--- src/rtl/arith_pkg.sv ---
// Shared definitions for the serial arithmetic blocks: FSM state encoding
// and the default operand width.
package arith_pkg;

  typedef enum logic [1:0] {
    IDLE = 2'd0,
    RUN  = 2'd1,
    DONE = 2'd2
  } state_t;

  localparam int DEFAULT_WIDTH = 8;

endpackage : arith_pkg

--- src/rtl/full_subtractor.sv ---
// One-bit full subtractor: diff = a - b - bin, bout set when the bit borrows.
module full_subtractor (
  input  logic a,
  input  logic b,
  input  logic bin,
  output logic diff,
  output logic bout
);

  assign diff = a ^ b ^ bin;
  assign bout = (~a & b) | (~a & bin) | (b & bin);

endmodule : full_subtractor

--- src/rtl/serial_subtractor.sv ---
// Bit-serial subtractor: computes a - b - bin one bit per clock, LSB first,
// and publishes diff/bout/ovf together when the last bit has been processed.
//
// state | meaning
// IDLE  | waiting for start; result outputs hold the previous result
// RUN   | one bit pair processed per edge, WIDTH edges in total
// DONE  | one-cycle done pulse; result outputs were just updated
module serial_subtractor
  import arith_pkg::*;
#(
  parameter int WIDTH = DEFAULT_WIDTH
) (
  input  logic             clk,
  input  logic             rst_n,
  input  logic             start,
  input  logic [WIDTH-1:0] a,
  input  logic [WIDTH-1:0] b,
  input  logic             bin,
  output logic             busy,
  output logic             done,
  output logic [WIDTH-1:0] diff,
  output logic             bout,
  output logic             ovf
);

  localparam int CW = $clog2(WIDTH);
  localparam logic [CW-1:0] LAST_BIT = CW'(WIDTH - 1);

  state_t state;
  state_t next_state;

  // The minuend register doubles as the result accumulator: each processed
  // difference bit enters at the MSB as the minuend bit leaves at the LSB.
  logic [WIDTH-1:0] sh_a;
  logic [WIDTH-1:0] sh_b;
  logic             br;
  logic [CW-1:0]    cnt;

  logic fs_diff;
  logic fs_bout;
  logic last_bit;

  full_subtractor u_fs (
    .a    (sh_a[0]),
    .b    (sh_b[0]),
    .bin  (br),
    .diff (fs_diff),
    .bout (fs_bout)
  );

  assign last_bit = (cnt == LAST_BIT);
  assign busy     = (state == RUN);
  assign done     = (state == DONE);

  // State register.
  always_ff @(posedge clk or negedge rst_n) begin
    if (!rst_n) begin
      state <= IDLE;
    end else begin
      state <= next_state;
    end
  end

  // Next-state decode; start is only looked at in IDLE.
  always_comb begin
    next_state = state;
    case (state)
      IDLE:    if (start) next_state = RUN;
      RUN:     if (last_bit) next_state = DONE;
      DONE:    next_state = IDLE;
      default: next_state = IDLE;
    endcase
  end

  // Operand capture, bit-serial datapath and bit counter.
  always_ff @(posedge clk or negedge rst_n) begin
    if (!rst_n) begin
      sh_a <= '0;
      sh_b <= '0;
      br   <= 1'b0;
      cnt  <= '0;
    end else begin
      case (state)
        IDLE: begin
          if (start) begin
            sh_a <= a;
            sh_b <= b;
            br   <= bin;
            cnt  <= '0;
          end
        end
        RUN: begin
          sh_a <= {fs_diff, sh_a[WIDTH-1:1]};
          sh_b <= {1'b0, sh_b[WIDTH-1:1]};
          br   <= fs_bout;
          // Counter parks on the last bit rather than wrapping.
          if (!last_bit) cnt <= cnt + 1'b1;
        end
        default: ;
      endcase
    end
  end

  // Result outputs change only on the edge that enters DONE. On that edge
  // sh_a[0]/sh_b[0] still hold the captured operand MSBs, so overflow can
  // be formed without keeping a copy of the operands.
  always_ff @(posedge clk or negedge rst_n) begin
    if (!rst_n) begin
      diff <= '0;
      bout <= 1'b0;
      ovf  <= 1'b0;
    end else if (state == RUN && last_bit) begin
      diff <= {fs_diff, sh_a[WIDTH-1:1]};
      bout <= fs_bout;
      ovf  <= (sh_a[0] != sh_b[0]) && (fs_diff != sh_a[0]);
    end
  end

endmodule : serial_subtractor

--- config.mk ---
export PLATFORM = sky130hd
export DESIGN_NAME = serial_subtractor
export DESIGN_NICKNAME = d
export VERILOG_FILES = /design/src/rtl/arith_pkg.sv /design/src/rtl/full_subtractor.sv /design/src/rtl/serial_subtractor.sv
export SDC_FILE = /design/constraint.sdc
export NUM_CORES = 1
export LEC_CHECK = 0
export ABC_AREA = 1
export BUFFER_PORTS_ARGS = -buffer_cell sky130_fd_sc_hd__buf_2
export CELL_PAD_IN_SITES_DETAIL_PLACEMENT = 1
export CELL_PAD_IN_SITES_GLOBAL_PLACEMENT = 1
export CORE_ASPECT_RATIO = 1.4
export CORE_MARGIN = 1.5
export CORE_UTILIZATION = 40
export CTS_BUF_LIST = sky130_fd_sc_hd__clkbuf_16
export CTS_CLUSTER_SIZE = 40
export DETAILED_ROUTE_END_ITERATION = 10
export PLACE_DENSITY_LB_ADDON = 0.3
export SETUP_SLACK_MARGIN = 0.15
export SLEW_MARGIN = 10
export SYNTH_ARGS = -nofsm -noshare
export SYNTH_HDL_FRONTEND = slang
export SYNTH_HIERARCHICAL = 1
export SYNTH_SLANG_ARGS = --single-unit
--- constraint.sdc ---
create_clock -name clk -period 1.8 [get_ports clk]
set_input_delay 0.27 -clock clk [delete_from_list [all_inputs] [get_ports clk]]
set_output_delay 0.27 -clock clk [all_outputs]
set_load 0.005 [all_outputs]
* After elaboration in Yosys (flattened, before gate mapping)
Cells that the tools add are included.
Word-level totals: flip-flop bits (word level) 32, output and inout port bits 12, word-level logic and storage cells 44
Operators by class: equality and inequality tests 8, bitwise gates (word level) 8, multiplexer cells 12, add/subtract/negate cells 1, reductions and logical operators 7
Operators by type and width (count):
- one-hot mux 8 bit (2 select lines) | 2
- 2-to-1 mux 8 bit | 2
- 2-to-1 mux 3 bit | 2
- one-hot mux 3 bit (2 select lines) | 1
- 2-to-1 mux 2 bit | 2
- inequality test 2 bit, second input constant | 2
- one-hot mux 2 bit (2 select lines) | 1
- AND reduction 2 bit | 2
- adder 3 x 1 -> 3 bit, second input constant | 1
- AND 1 bit | 3
- == test 3 bit, second input constant | 1
- AND reduction 3 bit | 1
- == test 2 x 1 -> 1 bit, second input constant | 1
- == test 2 bit, second input constant | 1
- logical AND 1 bit | 2
- logical NOT 2 bit | 1
- inequality test 1 bit | 2
- inequality test 2 x 1 -> 1 bit, second input constant | 1
- OR 1 bit | 2
- one-hot mux 1 bit (2 select lines) | 1
- nonzero test 2 bit | 1
- bitwise XOR 1 bit | 2
- 2-to-1 mux 1 bit | 1
- NOT 1 bit | 1

* Depth between registers and ports, before layout
depth after elaboration 5, depth in mapped cells 8, mapped depth without buffers 8

* Modules after synthesis
Netlist, hierarchy kept.
By module, submodules not included:
- serial_subtractor | cells an instance 206, times used 1, area an instance 1637.8 um2
- full_subtractor | cells an instance 3, times used 1, area an instance 27.5 um2

* Least setup slack after synthesis
Ideal clock, no wire load.
path type register to register, from register sh_a[0], to register sh_a[7], setup time 0.117 ns, stages on the path, launching flop included 8, data required time 1.683 ns, period minus slack after synthesis 1.376 ns, buffers on the path 0, path slack 0.424 ns, arrival time 1.258 ns, path through dfrtp_1 > inv_1 > fa_1 > inv_1 > inv_1 > nand3_1 > nand3_1 > nand2_1
On the way: longest elaborated chain between the ends 3
RTL lines:
- start, declared | line serial_subtractor.sv:34 | logic [WIDTH-1:0] sh_a;
- start signal, assigned | line serial_subtractor.sv:93 | sh_a <= {fs_diff, sh_a[WIDTH-1:1]};
- bitwise XOR 1 bit (2 in a row) | line full_subtractor.sv:10 | assign diff = a ^ b ^ bin;
- via fs_diff | line serial_subtractor.sv:39 | logic fs_diff;
- one-hot mux 8 bit (2 select lines) | line serial_subtractor.sv:83 | case (state)
The timed path passes the listed nets, and every way through them passes these cells. A chain may end at the register's enable or synchronous reset.

* Worst setup path after layout
Same ends and word-level chain as after synthesis.

==> impl_metrics.xml <==
<?xml version="1.0" encoding="UTF-8"?>
<metrics>
  <group name="run_status">
    <metric name="run_status" unit="">complete, no violations</metric>
  </group>
  <group name="floorplanning">
    <metric name="die_y" unit="um">79.3</metric>
    <metric name="start_util" unit="%">42.1</metric>
    <metric name="ioPinCount" unit="">32</metric>
    <metric name="core-area" unit="mm2">0.00395</metric>
    <metric name="fp.dieW" unit="um">57.5</metric>
    <metric name="placement_rows" unit="">27</metric>
    <metric name="design.die.area" unit="mm2">0.00456</metric>
  </group>
  <group name="job">
    <metric name="maxCapViolCount" unit="">0</metric>
  </group>
  <group name="place">
    <metric name="placement.setup.worst_slack" unit="ns">0.332</metric>
    <metric name="final_hpwl_from_detailed_placement" unit="mm">2.54</metric>
    <metric name="gpl_wtd_cong" unit="">0.687</metric>
    <metric name="area_post_placement" unit="mm2">0.00183</metric>
    <metric name="place.port_buffers" unit="">31</metric>
  </group>
  <group name="clock_tree">
    <metric name="cts_setup_buffers" unit="">0</metric>
    <metric name="numClockSinks" unit="">32</metric>
    <metric name="cts_root_buffer" unit="">sky130_fd_sc_hd__clkbuf_16</metric>
    <metric name="cts_buffers" unit="">5</metric>
    <metric name="cts_tree" unit="">built</metric>
    <metric name="worstSkewPairLatency" unit="ns">0.28</metric>
    <metric name="cts_resized" unit="">0</metric>
    <metric name="cts-hold-fix-buffers" unit="">0</metric>
    <metric name="path_clk_slew" unit="ns">0.05</metric>
    <metric name="ctsLongestPathBuffers" unit="">2</metric>
    <metric name="h_tree_lvl_count" unit="">2</metric>
  </group>
  <group name="global_routing">
    <metric name="grt_antenna_before_repair" unit="">0</metric>
    <metric name="gr-usage-met3" unit="%">4.72</metric>
    <metric name="wire_length_of_the_first_global_routing_pass" unit="mm">6.49</metric>
    <metric name="pin_count_of_the_biggest_net_entering_global_routing" unit="">33</metric>
    <metric name="grt_use_met1" unit="%">22.9</metric>
    <metric name="globalRoute.totalOverflow" unit="">0</metric>
    <metric name="grt_util_all_layers" unit="%">19.1</metric>
    <metric name="grt_pass1_vias" unit="">1400</metric>
    <metric name="top_usage_layer" unit="">met2</metric>
    <metric name="global_route.usage.met2" unit="%">31.5</metric>
  </group>
  <group name="sta">
    <metric name="period_share" unit="%">81.7</metric>
    <metric name="worst_pin_slew" unit="ns">0.719</metric>
    <metric name="grt_setup_unrepaired" unit="">no</metric>
    <metric name="post-route-min-period" unit="ns">1.47</metric>
    <metric name="hold_slack" unit="ns">0.0473</metric>
    <metric name="final_max_slew_viol_count" unit="">0</metric>
    <metric name="worst_slew_margin_rel" unit="%">52.0</metric>
    <metric name="setup_viols_final" unit="">0</metric>
    <metric name="setup_total_negative_slack" unit="ns">0</metric>
    <metric name="top_achievable_clock_speed" unit="MHz">680</metric>
    <metric name="setup_slack" unit="ns">0.330</metric>
    <metric name="clock-skew-final" unit="ns">0.00366</metric>
    <metric name="hold_viol_final" unit="">0</metric>
  </group>
  <group name="finish">
    <metric name="num-fill-cells" unit="">511</metric>
    <metric name="area.growth.synth_to_final" unit="%">17.9</metric>
    <metric name="finalNetCount" unit="">264</metric>
    <metric name="antennaDiodeCount" unit="">0</metric>
    <metric name="fraction_of_layout_cells_with_a_size_suffix_above_1" unit="%">22.8</metric>
    <metric name="final_area" unit="mm2">0.00196</metric>
    <metric name="most_frequent_standard_cell_in_the_layout_excluding_fill_and_tap_cells" unit="">sky130_fd_sc_hd__nand2_1</metric>
    <metric name="layout_common_cells" unit="">sky130_fd_sc_hd__nand2_1 (71), sky130_fd_sc_hd__nand3_1 (38), sky130_fd_sc_hd__inv_1 (37)</metric>
  </group>
  <group name="detailed_routing">
    <metric name="wl" unit="mm">3.70</metric>
    <metric name="vias" unit="">1394</metric>
    <metric name="drt-vias-per-instance" unit="">4.91</metric>
    <metric name="iteration_0_drc_count_of_the_detailed_router" unit="">40</metric>
    <metric name="drt_pass1_iterations" unit="">4</metric>
    <metric name="detail_route.drc_violations" unit="">0</metric>
    <metric name="avgRoutedWirePerCell" unit="um">13.0</metric>
    <metric name="drt.antenna.violating_nets" unit="">0</metric>
  </group>
  <group name="logic_synthesis">
    <metric name="postSynthAreaPerCell" unit="um2">7.97</metric>
    <metric name="ys_seq_elements" unit="">32</metric>
    <metric name="yosys_warning_count" unit="">6</metric>
    <metric name="number_of_standard_cells_after_synthesis" unit="">209</metric>
    <metric name="syn-cell-area" unit="mm2">0.00167</metric>
    <metric name="synth_sequential_area_ratio" unit="%">48.1</metric>
    <metric name="netlist-cell-type-count" unit="">17</metric>
    <metric name="postSynthNetCount" unit="">232</metric>
  </group>
  <group name="critical_path">
    <metric name="start_kind" unit="">flip-flop</metric>
    <metric name="critical_path_required" unit="ns">1.97</metric>
    <metric name="crit_fanout" unit="">4</metric>
    <metric name="timing_worst_setup_path_type" unit="">flip-flop to flip-flop</metric>
    <metric name="crit_arrival" unit="ns">1.64</metric>
    <metric name="timing.critical_path.to_type" unit="">flip-flop</metric>
  </group>
  <group name="pwr">
    <metric name="ir_drop" unit="V">0.000980</metric>
    <metric name="leakage" unit="nW">1.15</metric>
    <metric name="p_per_area" unit="mW/mm2">1790</metric>
  </group>
  <group name="min_path">
    <metric name="hold_crit_path_type" unit="">input port to async pin</metric>
  </group>
</metrics>
==> area by class of cell <==
| type | count | area, um2 | area share (%) |
|---|---|---|---|
| clock buffers | 5 | 125 | 6.37 |
| inverters | 39 | 151 | 7.71 |
| flip-flops and latches | 32 | 801 | 40.8 |
| repair buffers | 33 | 170 | 8.67 |
| clock inverters | 2 | 8.76 | 0.446 |
| multi-input cells | 130 | 653 | 33.3 |
| well taps | 43 | 53.8 | 2.74 |
==> cells by family after synthesis <==
kind of cell               after synthesis  synth area share, %
AOI/OAI and AO/OA                        8                 3.98
adders and majority gates                3                 2.70
buffers and inverters                   47                 12.7
DFF                                     32                 48.1
and+or+nand+nor                        119                 32.5
==> per-layer routing <==
layer | vias up | share of wire [%]
met2 | 28 | 49
met1 | 666 | 45
met5 | - | 0
met4 | 0 | 2.3
li1 | 695 | -
met3 | 5 | 4.0
==> worst max-delay path: stages (launching register included) <==
cell	delay, ns
sky130_fd_sc_hd__dfrtp_1	0.39
sky130_fd_sc_hd__inv_1	0.08
sky130_fd_sc_hd__fa_1	0.53
sky130_fd_sc_hd__inv_1	0.05
sky130_fd_sc_hd__inv_1	0.10
sky130_fd_sc_hd__nand3_1	0.08
sky130_fd_sc_hd__nand3_1	0.09
sky130_fd_sc_hd__nand2_1	0.05
==> cells in the mapped netlist <==
cell type	number	area share, %
sky130_fd_sc_hd__nand3_1	38	11
sky130_fd_sc_hd__nand2_1	71	16
sky130_fd_sc_hd__inv_4	2	0.75
sky130_fd_sc_hd__inv_1	36	8.1
sky130_fd_sc_hd__fa_1	1	1.2
sky130_fd_sc_hd__dfrtp_1	32	48
sky130_fd_sc_hd__nand4_1	1	0.38
sky130_fd_sc_hd__inv_2	1	0.23
sky130_fd_sc_hd__buf_6	2	1.4
sky130_fd_sc_hd__nor2_1	3	0.68
sky130_fd_sc_hd__nor2_4	2	1.4
sky130_fd_sc_hd__o21ai_2	7	3.7
sky130_fd_sc_hd__nand2_4	4	2.7
sky130_fd_sc_hd__buf_4	3	1.4
sky130_fd_sc_hd__ha_1	2	1.5
sky130_fd_sc_hd__o21ai_0	1	0.30
sky130_fd_sc_hd__buf_2	3	0.90
==> worst paths after layout <==
path	depth (start not counted)	endpoint	slack, ns	from
hold reg to reg	2	diff[1]	0.47	diff[1]
setup / recovery	7	sh_a[7]	0.33	sh_a[0]
hold / removal	1	diff[2]	0.05	rst_n
max in group asynchronous	1	sh_a[5]	1.29	rst_n
min in group clk	3	sh_a[1]	0.24	a[1]
setup reg to reg	7	sh_a[7]	0.33	sh_a[0]
==> where the power goes <==
group / switching [mW] / internal (mW)
logic: 0.904 / 0.567
registers: 0.201 / 1.06
clock network: 0.286 / 0.495
==> state kept, by name, indices dropped and copies added (netlist names) <==
name	flops
sh_b	8
state	2
diff	8
br	1
sh_a	8
cnt	3
ovf	1
bout	1
==> per-stage QoR <==
step | power (mW) | util [%] | instances
2_1_floorplan | 2.39 | - | 209
3_3_place_gp | 2.71 | 46.3 | 277
3_5_place_dp | 2.78 | 46.3 | 277
4_1_cts | 3.58 | 49.7 | 284
5_1_grt | 3.84 | 49.7 | 284
6_report | 3.51 | 49.7 | 284
No activity file was read; power rests on OpenSTA's default activity.
